### src/rtl/instruction_fetch.sv
// instruction_fetch: prefetch fetch PC, sequential byte reads into a FIFO, feeds the decoder via instruction_ready/get_next
// Ports: clk, reset (sync, active-high); mem_addr/mem_rd out, mem_data in (one-cycle read latency);
//        stall blocks new reads; instruction_in_out/instruction_ready/head_pc present the FIFO head, get_next pops it;
//        load_pc/new_pc redirect fetch and flush the FIFO.
module instruction_fetch #(
  parameter int REG_WIDTH = 8,
  parameter int ADDR_WIDTH = 16,
  parameter int DEPTH = 4,
  parameter logic [ADDR_WIDTH-1:0] RESET_PC = '0
) (
  input  logic                  clk,
  input  logic                  reset,
  output logic [ADDR_WIDTH-1:0] mem_addr,
  output logic                  mem_rd,
  input  logic [REG_WIDTH-1:0]  mem_data,
  input  logic                  stall,
  output logic [REG_WIDTH-1:0]  instruction_in_out,
  output logic                  instruction_ready,
  input  logic                  get_next,
  output logic [ADDR_WIDTH-1:0] head_pc,
  input  logic                  load_pc,
  input  logic [ADDR_WIDTH-1:0] new_pc
);
  localparam int PW = $clog2(DEPTH);
  localparam int CW = PW + 1;
  logic [REG_WIDTH-1:0]  fifo [DEPTH];
  logic [PW-1:0]         rd_ptr, wr_ptr;
  logic [CW-1:0]         count;
  logic [ADDR_WIDTH-1:0] fetch_pc;
  logic                  inflight, push, pop;
  // An issued read reserves its FIFO slot, so the return can never overflow.
  always_comb begin
    mem_rd = !reset && !stall && !load_pc && (int'(count) + int'(inflight) < DEPTH);
    push = inflight && !load_pc;
    pop = get_next && count != '0 && !load_pc;
  end
  assign mem_addr = fetch_pc;
  assign instruction_ready = count != '0;
  assign instruction_in_out = instruction_ready ? fifo[rd_ptr] : '0;
  always_ff @(posedge clk) begin
    if (reset) begin
      fetch_pc <= RESET_PC;
      head_pc <= RESET_PC;
      count <= '0;
      rd_ptr <= '0;
      wr_ptr <= '0;
      inflight <= 1'b0;
    end else if (load_pc) begin
      fetch_pc <= new_pc;
      head_pc <= new_pc;
      count <= '0;
      rd_ptr <= '0;
      wr_ptr <= '0;
      inflight <= 1'b0;
    end else begin
      inflight <= mem_rd;
      if (mem_rd) fetch_pc <= fetch_pc + ADDR_WIDTH'(1);
      if (push) wr_ptr <= wr_ptr + PW'(1);
      if (pop) begin
        rd_ptr <= rd_ptr + PW'(1);
        head_pc <= head_pc + ADDR_WIDTH'(1);
      end
      count <= count + CW'(push) - CW'(pop);
    end
  end
  always_ff @(posedge clk) begin
    if (push && !reset) fifo[wr_ptr] <= mem_data;
  end
  assert property (@(posedge clk) disable iff (reset) int'(count) + int'(inflight) <= DEPTH);
endmodule

### config.mk
export PLATFORM = sky130hd
export DESIGN_NAME = instruction_fetch
export DESIGN_NICKNAME = d
export VERILOG_FILES = /design/src/rtl/instruction_fetch.sv
export SDC_FILE = /design/constraint.sdc
export NUM_CORES = 1
export LEC_CHECK = 0
export CAP_MARGIN = 20
export CELL_PAD_IN_SITES_DETAIL_PLACEMENT = 1
export CELL_PAD_IN_SITES_GLOBAL_PLACEMENT = 1
export CORE_ASPECT_RATIO = 0.6
export CORE_MARGIN = 8
export CORE_UTILIZATION = 36
export DETAILED_ROUTE_END_ITERATION = 7
export PLACE_DENSITY = 0.83
export SETUP_SLACK_MARGIN = 0.15
export SLEW_MARGIN = 20
export SYNTH_ARGS = -nofsm -noshare
export SYNTH_HDL_FRONTEND = slang
export SYNTH_SLANG_ARGS = --single-unit
### constraint.sdc
create_clock -name clk -period 2.2 [get_ports clk]
set_input_delay 0.44 -clock clk [delete_from_list [all_inputs] [get_ports clk]]
set_output_delay 0.44 -clock clk [all_outputs]
set_load 0.01 [all_outputs]
==> qor.yml <==
grt:
  grtUsageTotal_pct: 16.4
  grt_start_max_net_pins: 27
  grt.overflow.total: 0
  antenna_found_initial: 0
  grt_pass1_wl_mm: 16.7
  grt_pass1_vias: 3047
detailed_routing:
  drt_iter0_markers: 223
  wl_mm: 11.1
  ant_nets: 0
  drc_errors: 0
  first_pass_iters: 4
  wl_per_cell_um: 20.0
  vias: 2948
  viasPerCell: 5.34
cts:
  root_buffer: "clkbuf_16"
  clock_latency_ps: 330
  htreeDepth: 3
  numCtsBuffers: 9
  clkSinkCount: 74
  clk_pin_slew_ps: 60
  cts_buffer_depth: 2
  tritoncts: "done"
  postCtsHoldBufs: 0
setup_path:
  endpoint_kind: "flop"
  crit_arrival_ps: 2390
  required_ps: 2480
  worst_setup_path_start_kind: "flop"
  critPathMaxFanout: 4
  worst-setup-path-type: "reg2reg"
  reg2reg_from: "count[1]"
  crit_start: "count[1]"
  rr_worst_depth: 8
timing:
  slew_headroom_pct: 68.6
  finalHoldViolCount: 0
  finalClockSkew_ps: 4.88
  slew_violations: 0
  fin_crit_sh_pct: 96.0
  max_slew.worst_pin.slew_ps: 466
  grt_setup_unrepaired: "true"
  final.min_clock_period_ps: 2110
  fin_tns_setup_ps: 0
  holdWs_ps: 514
  setup_viol_count_final: 0
  fmax_mhz: 473
die:
  fp.dieH_um: 92.4
  initial_utilization_pct: 36.2
  die_w_um: 143
  pin_count: 71
  die_area_mm2: 0.0132
  rows: 28
  core_mm2: 0.00967
finish:
  layout_common_cells: "clkdlybuf4s50_1 (59), dfxtp_1 (39), edfxtp_1 (32)"
  synthToLayoutAreaGrowth_pct: 39.0
  final_area_mm2: 0.00486
  final_common_cell: "clkdlybuf4s50_1"
  antenna_cells: 0
  finish.net_count: 451
  layout-drive-gt1-share_pct: 18.2
synthesis:
  yosysTopAreaCellShare_pct: 27.5
  synthTopCellsByArea: "edfxtp_1 (27%), dfxtp_1 (24%), mux4_2 (5.1%)"
  ys.flop_type: "dfxtp_1"
  async_flop_share_pct: 0
  synth_area_mm2: 0.00350
  synth_cell_types: 49
  yosys_warnings: 0
  synthesis.nets: 359
  syn_inst: 320
  seq_area_frac_synth_pct: 51.5
  synth_edf_count: 32
  synth_top_area_cell: "edfxtp_1"
  synth-seq-cells: 74
  synth_area_per_cell_um2: 10.9
power:
  peakVddDrop_mv: 0.399
  power.density_mw_per_mm2: 660
  power_w: 0.00321
  power.leakage_nw: 1.80
place:
  io_buffers: 70
  gp_congestion: 0.812
  dp_hpwl_mm: 7.93
  postPlaceCellArea_mm2: 0.00453
worst_hold_path:
  hold_start: "mem_addr[15]"
  hold_class: "reg2reg"
  min_delay_path_depth: 2
flow_run:
  maxCapViolations: 0
run_status:
  run_status: "finished clean"
## registers in the layout, summed over array words and instances (netlist names), named ones only
name	flops
rd_ptr	2
mem_addr	16
count	3
head_pc	16
wr_ptr	2
inflight	1
fifo	32
## final cells by class
cell class	count	area [um2]
flip-flops and latches	74	1810
multi-input cells	213	1630
fillers	1069	4810
inverters	16	60.1
clock buffers	11	233
repair buffers	98	946
clock inverters	5	21.3
well taps	135	169
## layer usage
| layer | part of all wire, % | track usage, % |
|---|---|---|
| met2 | 48 | 26.7 |
| met5 | 0 | 0 |
| met1 | 44 | 20.8 |
| met3 | 6.5 | 4.93 |
| met4 | 0.81 | 4.35 |
## synth_stat cells (all sizes together), types with 8 or more instances
library cell	count
dfxtp	42
edfxtp	32
nand3	17
nor2	17
inv	16
a21oi	15
nand2	15
and3	13
o31a	13
clkbuf	11
nor3	10
ha	9
nor2b	9
mux4	8
nand4	8
## through the flow
stage | util, % | setup WS [ps] | cells
final | 50.3 | 87.5 | 552
after global routing | 50.3 | 45.1 | 552
after CTS | 49.4 | 126 | 551
after detailed placement | 46.8 | -286 | 531
after global placement | 46.8 | -315 | 531
after floorplan | - | 145 | 320
## path summary, 6_finish.rpt
kind | endpoint | slack (ps)
max | count[1] | 90
min | mem_addr[15] | 510
max reg2reg | count[1] | 90
min reg2reg | mem_addr[15] | 510
## power by group
group | internal [W] | switching, W | total, W
Sequential | 0.00148 | 0.0000633 | 0.00154
Combinational | 0.000199 | 0.000167 | 0.000366
Clock | 0.000748 | 0.000550 | 0.00130
## logic make-up after synthesis
kind of cell | synth area share, %
AND/OR/NAND/NOR | 18.7
flip-flops | 51.5
AO/OA/AOI/OAI | 13.1
buffers and inverters | 3.90
XOR/XNOR | 3.25
multiplexers | 5.72
adder cells (fa/ha/maj) | 3.79
## critical path, stage by stage (launching register included)
cell     delay (ps)
dfxtp_2         330
buf_6           110
o31a_1          330
and2_4          190
ha_4            250
inv_2            40
ha_4            150
fa_2            520
and2_4          130
## what timing repair did
action                     CTS  global route
gates resized for setup     45            15
setup buffers                4             1
setup endpoints to repair   12            16
pin swaps                    7             8
Note: power is estimated with default switching activity, not from simulation.
